`src/rtl/ascii_key_fifo_decoder.sv`:
```
// ascii_key_fifo_decoder
//
// Decodes ASCII key bytes into small numeric codes and queues them in a
// power-of-two FIFO.
//   '1'..'9'         -> 1..9
//   'a'+k            -> 10+k   (k < N_LETTERS)
//   'A'+k            -> 10+k   (k < N_LETTERS, only when CASE_FOLD=1)
//   anything else    -> 0, counted in err_count (saturating at 255),
//                       queued as code 0 unless DROP_INVALID=1
//
// Handshake: a transfer happens on a rising clk edge where valid and ready
// are both 1. Producers hold data stable until it is accepted. The
// consumer sees out_code/out_valid held stable until out_ready takes them.
//
// Ports
//   clk        rising-edge clock
//   reset      asynchronous, active-high reset
//   flush      synchronous clear of FIFO contents, pointers and err_count
//   in_data    ASCII byte          in_valid  byte present
//   in_ready   block can accept a byte this cycle
//   out_code   decoded code at FIFO head (0 when empty)
//   out_valid  out_code valid      out_ready consumer takes out_code
//   fill       current FIFO occupancy
//   err_count  accepted unmapped bytes, saturating

module ascii_key_fifo_decoder #(
  parameter int N_LETTERS    = 9,
  parameter int CASE_FOLD    = 0,
  parameter int DROP_INVALID = 0,
  parameter int DEPTH        = 4
) (
  input  logic                     clk,
  input  logic                     reset,
  input  logic                     flush,
  input  logic [7:0]               in_data,
  input  logic                     in_valid,
  output logic                     in_ready,
  output logic [7:0]               out_code,
  output logic                     out_valid,
  input  logic                     out_ready,
  output logic [$clog2(DEPTH):0]   fill,
  output logic [7:0]               err_count
);

  localparam int AW = $clog2(DEPTH);
  localparam int FW = AW + 1;

  localparam logic [FW-1:0] FILL_MAX = FW'(DEPTH);
  // One past the last mapped letter, lowercase and uppercase.
  localparam logic [7:0]    LC_END   = 8'(8'h61 + N_LETTERS);
  localparam logic [7:0]    UC_END   = 8'(8'h41 + N_LETTERS);

  logic [7:0]    mem [DEPTH];
  logic [AW-1:0] wr_ptr;
  logic [AW-1:0] rd_ptr;
  logic [FW-1:0] fill_q;
  logic [7:0]    err_q;
  // Cleared by reset, set on the first edge after reset; keeps in_ready
  // low while reset is held even though fill reads 0.
  logic          armed_q;

  logic [7:0]    dec_code;
  logic          dec_mapped;
  logic          accept;
  logic          push;
  logic          pop;

  // Byte decode, evaluated in the same cycle the byte is presented.
  always_comb begin
    dec_code   = 8'd0;
    dec_mapped = 1'b0;
    if (in_data >= 8'h31 && in_data <= 8'h39) begin
      dec_code   = in_data - 8'h30;
      dec_mapped = 1'b1;
    end else if (in_data >= 8'h61 && in_data < LC_END) begin
      dec_code   = in_data - 8'h61 + 8'd10;
      dec_mapped = 1'b1;
    end else if (CASE_FOLD != 0 && in_data >= 8'h41 && in_data < UC_END) begin
      dec_code   = in_data - 8'h41 + 8'd10;
      dec_mapped = 1'b1;
    end
  end

  // in_ready comes from state only, gated by flush so a byte offered in a
  // flush cycle is visibly refused rather than silently lost.
  assign in_ready  = armed_q & (fill_q != FILL_MAX) & ~flush;
  assign accept    = in_valid & in_ready;
  assign push      = accept & (dec_mapped | (DROP_INVALID == 0));
  assign pop       = (fill_q != '0) & out_ready;

  assign out_valid = (fill_q != '0);
  assign out_code  = out_valid ? mem[rd_ptr] : 8'd0;
  assign fill      = fill_q;
  assign err_count = err_q;

  always_ff @(posedge clk or posedge reset) begin
    if (reset) begin
      wr_ptr  <= '0;
      rd_ptr  <= '0;
      fill_q  <= '0;
      err_q   <= 8'd0;
      armed_q <= 1'b0;
    end else begin
      armed_q <= 1'b1;
      if (flush) begin
        wr_ptr <= '0;
        rd_ptr <= '0;
        fill_q <= '0;
        err_q  <= 8'd0;
      end else begin
        // Pointers wrap naturally because DEPTH is a power of two.
        if (push) wr_ptr <= wr_ptr + AW'(1);
        if (pop)  rd_ptr <= rd_ptr + AW'(1);
        case ({push, pop})
          2'b10:   fill_q <= fill_q + FW'(1);
          2'b01:   fill_q <= fill_q - FW'(1);
          default: fill_q <= fill_q;
        endcase
        if (accept && !dec_mapped && err_q != 8'hFF) err_q <= err_q + 8'd1;
      end
    end
  end

  // Storage needs no reset: entries are only visible while counted in fill.
  always_ff @(posedge clk) begin
    if (push) mem[wr_ptr] <= dec_code;
  end

endmodule

```
`config.mk`:
```
export PLATFORM = sky130hd
export DESIGN_NAME = ascii_key_fifo_decoder
export DESIGN_NICKNAME = d
export VERILOG_FILES = /design/src/rtl/ascii_key_fifo_decoder.sv
export SDC_FILE = /design/constraint.sdc
export NUM_CORES = 1
export LEC_CHECK = 0
export CAP_MARGIN = 40
export CORE_MARGIN = 2
export CORE_UTILIZATION = 55
export CTS_BUF_LIST = sky130_fd_sc_hd__clkbuf_4 sky130_fd_sc_hd__clkbuf_8 sky130_fd_sc_hd__clkbuf_16
export CTS_CLUSTER_DIAMETER = 100
export DETAILED_ROUTE_END_ITERATION = 7
export PLACE_DENSITY = 0.83
export RECOVER_POWER = 100
export SLEW_MARGIN = 10
export SYNTH_ARGS = -nofsm -noshare
export SYNTH_HDL_FRONTEND = slang
export SYNTH_SLANG_ARGS = --single-unit
```
`constraint.sdc`:
```
create_clock -name clk -period 2.5 [get_ports clk]
set_clock_uncertainty 0.2 [all_clocks]
set_input_delay 0.5 -clock clk [delete_from_list [all_inputs] [get_ports clk]]
set_output_delay 0.5 -clock clk [all_outputs]
set_load 0.02 [all_outputs]
```
== Word level (Yosys, flattened, before mapping) ==
Memories as Yosys holds them, arrays and structs flattened.
Index checks and enable logic that the tools add are counted.
Widths: inputs -> output; s select.

* Equal/unequal tests: 4
* Bitwise logic cells: 5
* Mux-type cells: 15
* $add $sub $neg: 8
* Order comparisons: 4
* Reduce and logical (&&, ||, !) cells: 10

{| class="wikitable"
|+ Operator list
! cell !! count
|-
| $mux 8 || 5
|-
| $add 8x1->8 const B || 1
|-
| $add 8x4->8 const B || 1
|-
| $ge 8x6->1 const B || 1
|-
| $ge 8x7->1 const B || 1
|-
| $le 8x6->1 const B || 1
|-
| $lt 8x7->1 const B || 1
|-
| $mux 2 || 4
|-
| $ne 8x8->1 const B || 1
|-
| $sub 8x6->8 const B || 1
|-
| $sub 8x7->8 const B || 1
|-
| $pmux 3 s2 || 1
|-
| $reduce_bool 2->1 || 3
|-
| $reduce_bool 3->1 || 2
|-
| $add 2x1->2 const B || 2
|-
| $and 1x1->1 || 4
|-
| $logic_and 1x1->1 || 4
|-
| $mux 1 || 4
|-
| $add 3x1->3 const B || 1
|-
| $mux 3 || 1
|-
| $ne 3x3->1 const B || 1
|-
| $sub 3x1->3 const B || 1
|-
| $eq 2x1->1 const B || 1
|-
| $eq 2x2->1 const B || 1
|-
| other kinds (2) || 2
|}

* Word-level logic and storage cells: 52
* Output and inout bits: 21
* Input port bits: 13
* Flip-flop bits (word level): 16
* Memories kept: 1
* Memory bits (writable): 32

{| class="wikitable"
|+ Memories
! name !! words !! bits a word !! rd ports !! clocked after Yosys merged registers in !! wr ports !! RTL line !! text
|-
| mem || 4 || 8 || 1 || 0 || 1 || 53 || <nowiki>logic [7:0] mem [DEPTH];</nowiki>
|}

== Longest topological paths before layout ==
* Depth in word-level cells: 9
* Mapped depth: 8
* Depth with buffers taken out: 7

== Least setup slack after synthesis ==
OpenSTA, ideal clock, no wires.

* Path type: flip-flop to flip-flop
* From: register fill_q[0], in the netlist fill[0]
* To: register fill_q[2], in the netlist fill[2]
* Clock period less this slack: 2164 ps
* Slack: 336 ps
* Data arrival time: 1845 ps
* Required time: 2181 ps
* Cell stages (with the launch flop): 8
* Path buffers: 1
* Setup time: 119 ps
* Cells stage by stage: dfrtp_1 or3b_1 buf_6 a21oi_1 fa_1 mux2i_1 xor2_1 nor2_1

* Longest elaborated chain between the ends: 7
* Elaborated cells on any way between the ends: 13
* Classes of those cells: add/sub: 2; eq/ne: 3; mux: 2; bitwise: 4; reduce/logical: 2

{| class="wikitable"
|+ RTL lines
! element !! RTL line !! text
|-
| start: declaration || 56 || <nowiki>logic [FW-1:0] fill_q;</nowiki>
|-
| start signal: assignment || 115 || <nowiki>2'b10: fill_q <= fill_q + FW'(1);</nowiki>
|-
| start signal: assignment || 116 || <nowiki>2'b01: fill_q <= fill_q - FW'(1);</nowiki>
|-
| start signal: assignment || 117 || <nowiki>default: fill_q <= fill_q;</nowiki>
|-
| $ne 3x3->1 || 86 || <nowiki>assign in_ready = armed_q & (fill_q != FILL_MAX) & ~flush;</nowiki>
|-
| $and 1x1->1 (2 in series) || 86 ||
|-
| $and 1x1->1 || 87 || <nowiki>assign accept = in_valid & in_ready;</nowiki>
|-
| $eq 2x1->1 / $eq 2x2->1 (equally long branches) || 114 || <nowiki>case ({push, pop})</nowiki>
|-
| $pmux 3 s2 || 114 ||
|-
| $mux 3 || 105 || <nowiki>if (flush) begin</nowiki>
|}

Parallel ways exist; a longest one is shown, timed or not.
A chain may end at the register's enable or synchronous reset.

== Final worst setup path ==
* From: register rd_ptr[0]
* To: output out_code[6]

* Longest elaborated chain between the ends: 2

{| class="wikitable"
|+ RTL lines
! element !! RTL line !! text
|-
| start: declaration || 55 || <nowiki>logic [AW-1:0] rd_ptr;</nowiki>
|-
| start signal: assignment || 113 || <nowiki>if (pop) rd_ptr <= rd_ptr + AW'(1);</nowiki>
|-
| $mem_v2 4x8 || n/a ||
|-
| $mux 8 || 92 || <nowiki>assign out_code = out_valid ? mem[rd_ptr] : 8'd0;</nowiki>
|-
| end: declaration || 38 || <nowiki>output logic [7:0] out_code,</nowiki>
|}

Every way passes these cells.

==> qor.json <==
{
  "netlist-cell-type-count": {"value": 53},
  "ioPinCount": {"value": 34},
  "max_freq": {"value": 408, "unit": "MHz"},
  "critPathMaxStageDelay": {"value": 0.47, "unit": "ns"},
  "cp_endpoint_kind": {"value": "primary output"},
  "tightestPinTransition": {"value": 0.638, "unit": "ns"},
  "cts_hold_repair.buffers": {"value": 0},
  "detail_route.vias_per_cell": {"value": 5.50},
  "power.ir.vdd_worst": {"value": 0.329, "unit": "mV"},
  "dieArea": {"value": 5130, "unit": "µm²"},
  "first_pass_grt_wire_length": {"value": 7.60, "unit": "mm"},
  "post-place-cells": {"value": 299},
  "max_cap_violations": {"value": 0},
  "crit_chain": {"value": "buf_12, clkbuf_4, mux4_2, and2_1, clkbuf_2"},
  "clk-insertion-delay-late": {"value": 0.29, "unit": "ns"},
  "cts_tree": {"value": "built"},
  "seq_area_frac_synth": {"value": 54.1, "unit": "%"},
  "start_util": {"value": 57.4, "unit": "%"},
  "rr_startpoint": {"value": "fill[2]"},
  "synth_common_cells": {"value": "sky130_fd_sc_hd__edfxtp_1 (32), sky130_fd_sc_hd__dfrtp_1 (16), sky130_fd_sc_hd__ha_1 (11), sky130_fd_sc_hd__inv_1 (10), sky130_fd_sc_hd__nand2_1 (10)"},
  "grt_pass1_vias": {"value": 1592},
  "synth-main-ff-cell": {"value": "sky130_fd_sc_hd__edfxtp_1"},
  "rr_endpoint": {"value": "err_count[5]"},
  "max-clock-path-buffers": {"value": 2},
  "slew_viol_final": {"value": 0},
  "initialDrtViolationCount": {"value": 157},
  "yosysTopAreaCellShare": {"value": 38.2, "unit": "%"},
  "grt_max_degree": {"value": 17},
  "cts.sinks": {"value": 48},
  "vias": {"value": 1704},
  "cp_data_arrival_time": {"value": 1.75, "unit": "ns"},
  "syn2layout_area_growth": {"value": 26.2, "unit": "%"},
  "global_route.overflow_total": {"value": 0},
  "synth_top_cell_by_area": {"value": "sky130_fd_sc_hd__edfxtp_1"},
  "setup.worst_path.end": {"value": "out_code[6]"},
  "slew_headroom": {"value": 57.4, "unit": "%"},
  "finish.utilization": {"value": 72.5, "unit": "%"},
  "yosysMostFrequentCell": {"value": "sky130_fd_sc_hd__edfxtp_1"},
  "fraction_of_final_layout_cells_sized_beyond_drive_strength_1": {"value": 24.4, "unit": "%"},
  "path_clk_slew": {"value": 0.09, "unit": "ns"},
  "finalWorstPathRequiredPeriod": {"value": 2.45, "unit": "ns"},
  "layout.nets": {"value": 282},
  "drt_first_pass_iters": {"value": 4},
  "synth.avg_cell_area": {"value": 13.2, "unit": "µm²"},
  "rsz_0062_raised_after_global_routing": {"value": "no"},
  "placeableCoreArea": {"value": 4380, "unit": "µm²"},
  "dp_hpwl": {"value": 3.42, "unit": "mm"},
  "cts-htree-levels": {"value": 2},
  "synth_edf_count": {"value": 32},
  "sort_of_element_at_the_start_of_the_critical_path": {"value": "flip-flop"},
  "criticalPathCategory": {"value": "reg2out"},
  "run_status": {"value": "finished, final reports clean"},
  "antenna_found_initial": {"value": 0},
  "detail_route.drc_violations": {"value": 0},
  "die_y": {"value": 71.7, "unit": "µm"},
  "total_leakage_power": {"value": 1.33, "unit": "nW"},
  "grt_usage": {"value": 19.5, "unit": "%"},
  "placement_rows": {"value": 24},
  "stdcell_count": {"value": 310},
  "hold_class": {"value": "reg2reg"},
  "synthesis.area": {"value": 2520, "unit": "µm²"},
  "r2r.worst_path.cells": {"value": 7},
  "synthesis.instances": {"value": 191},
  "worst-endpoint-required": {"value": 1.80, "unit": "ns"},
  "postRouteAntennaNets": {"value": 0},
  "clk_root_buffer_cell": {"value": "sky130_fd_sc_hd__clkbuf_8"},
  "gp_routability_congestion": {"value": 0.791},
  "placement.io_buffers": {"value": 33},
  "die_width": {"value": 71.7, "unit": "µm"},
  "synth.yosys.warnings": {"value": 0},
  "p_per_area": {"value": 697, "unit": "nW/µm²"},
  "cpMaxStageDelayCell": {"value": "sky130_fd_sc_hd__mux4_2"},
  "fin_crit_sh": {"value": 97.9, "unit": "%"},
  "ys_ff_latch": {"value": 48},
  "crit_path_max_fanout": {"value": 5},
  "synth_async_sr_flop_share": {"value": 33.3, "unit": "%"},
  "fillers": {"value": 307},
  "timing_hold_violations_final": {"value": 0},
  "cell_types_occupying_the_most_area_after_synthesis": {"value": "sky130_fd_sc_hd__edfxtp_1 (38%), sky130_fd_sc_hd__dfrtp_1 (16%), sky130_fd_sc_hd__mux4_2 (7.2%)"},
  "synth_nets": {"value": 216},
  "tritoncts.num_buffers": {"value": 5},
  "route.final.wire_length": {"value": 4.75, "unit": "mm"},
  "setup_viol": {"value": 0},
  "r2r_setup_slk": {"value": 0.12, "unit": "ns"},
  "avgRoutedWirePerCell": {"value": 15.3, "unit": "µm"},
  "worst_setup_path_startpoint": {"value": "rd_ptr[0]"},
  "antenna-diode-count": {"value": 0}
}
-- how the worst min path moves through the flow --
stage,cells past startpoint,endpoint,start
2_1_floorplan,1,armed_q,reset
3_3_place_gp,1,wr_ptr[0],wr_ptr[0]
3_5_place_dp,1,wr_ptr[0],wr_ptr[0]
5_1_grt,1,wr_ptr[0],wr_ptr[0]
6_report,1,wr_ptr[0],wr_ptr[0]
4_1_cts,1,wr_ptr[0],wr_ptr[0]
-- worst max-delay path: cells and delay by family, from the launching register on --
| kind | cells | cell delay [ns] |
|---|---|---|
| mux | 1 | 0.47 |
| buf+inv | 3 | 0.41 |
| simple gates | 1 | 0.16 |
| flops | 1 | 0.42 |
-- layout make-up --
| type | count | area [µm²] | area share, % |
|---|---|---|---|
| Clock inverter | 3 | 42.5 | 1.34 |
| Clock buffer | 5 | 68.8 | 2.17 |
| Inverter | 10 | 37.5 | 1.18 |
| Sequential cell | 48 | 1360 | 42.9 |
| Timing Repair Buffer | 66 | 543 | 17.1 |
| Multi-Input combinational cell | 126 | 1060 | 33.3 |
| Tap cell | 52 | 65.1 | 2.05 |
-- through the flow --
| stage | instance area (µm²) | setup WS, ns | TNS [ns] | total power [mW] | hold WS [ns] |
|---|---|---|---|---|---|
| final | 3180 | 0.0515 | 0 | 2.21 | 0.364 |
| after CTS | 3190 | 0.000574 | 0 | 2.22 | 0.364 |
| after detailed placement | 3080 | -0.220 | -3.84 | 1.73 | 0.350 |
| after global routing | 3180 | 0.00850 | 0 | 2.31 | 0.390 |
| after floorplan | 2520 | 0.336 | 0 | 1.40 | 0.214 |
| after global placement | 3080 | -0.184 | -2.38 | 1.71 | 0.324 |
-- layout by cell type, fill, tap and decap left out, drive strengths merged, types with 6 or more instances in the layout --
master / count
inv: 10
o21ai: 6
clkbuf: 22
nand3: 6
dlygate4sd3: 12
buf: 24
ha: 11
and3: 7
mux4: 8
a21oi: 7
dfrtp: 16
edfxtp: 32
and2: 10
nand2: 11
nor2: 10
clkdlybuf4s50: 10
-- registers in the layout (all words and copies together) (netlist names) --
| register | count |
|---|---|
| mem | 32 |
| rd_ptr | 2 |
| fill | 3 |
| err_count | 8 |
| armed_q | 1 |
| wr_ptr | 2 |
-- per-layer routing --
| layer | global-route usage [%] | up-vias | wire (µm) |
|---|---|---|---|
| met1 | 25.6 | 819 | 2110 |
| met4 | 6.92 | 0 | 95 |
| met2 | 33.6 | 31 | 2410 |
| met5 | 0 | - | 0 |
| li1 | - | 846 | - |
| met3 | 2.53 | 8 | 137 |
-- logic make-up (layout without fill, tap and decap cells) --
group	after synthesis	count (layout)	share of synthesized area (%)
simple gates	61	61	14.2
flops	48	48	54.1
compound gates	31	31	9.00
buf+inv	17	84	4.12
mux	13	13	9.39
fa+ha+maj	12	12	6.26
xor+xnor	8	8	2.78
other cells	1	1	0.149
-- timing repair --
item,in CTS,in global routing
setup endpoints to repair,10,11
gates cloned,0,1
buffers inserted,0,2
gates resized for setup,15,19
hold endpoints to repair,0,0
-- report_power, final --
group / internal, mW / leakage, nW / switching (mW)
combinational: 0.362 / 0.761 / 0.378
sequential: 0.886 / 0.514 / 0.0449
clock: 0.295 / 0.0503 / 0.248
(Power assumes the default switching activity.)
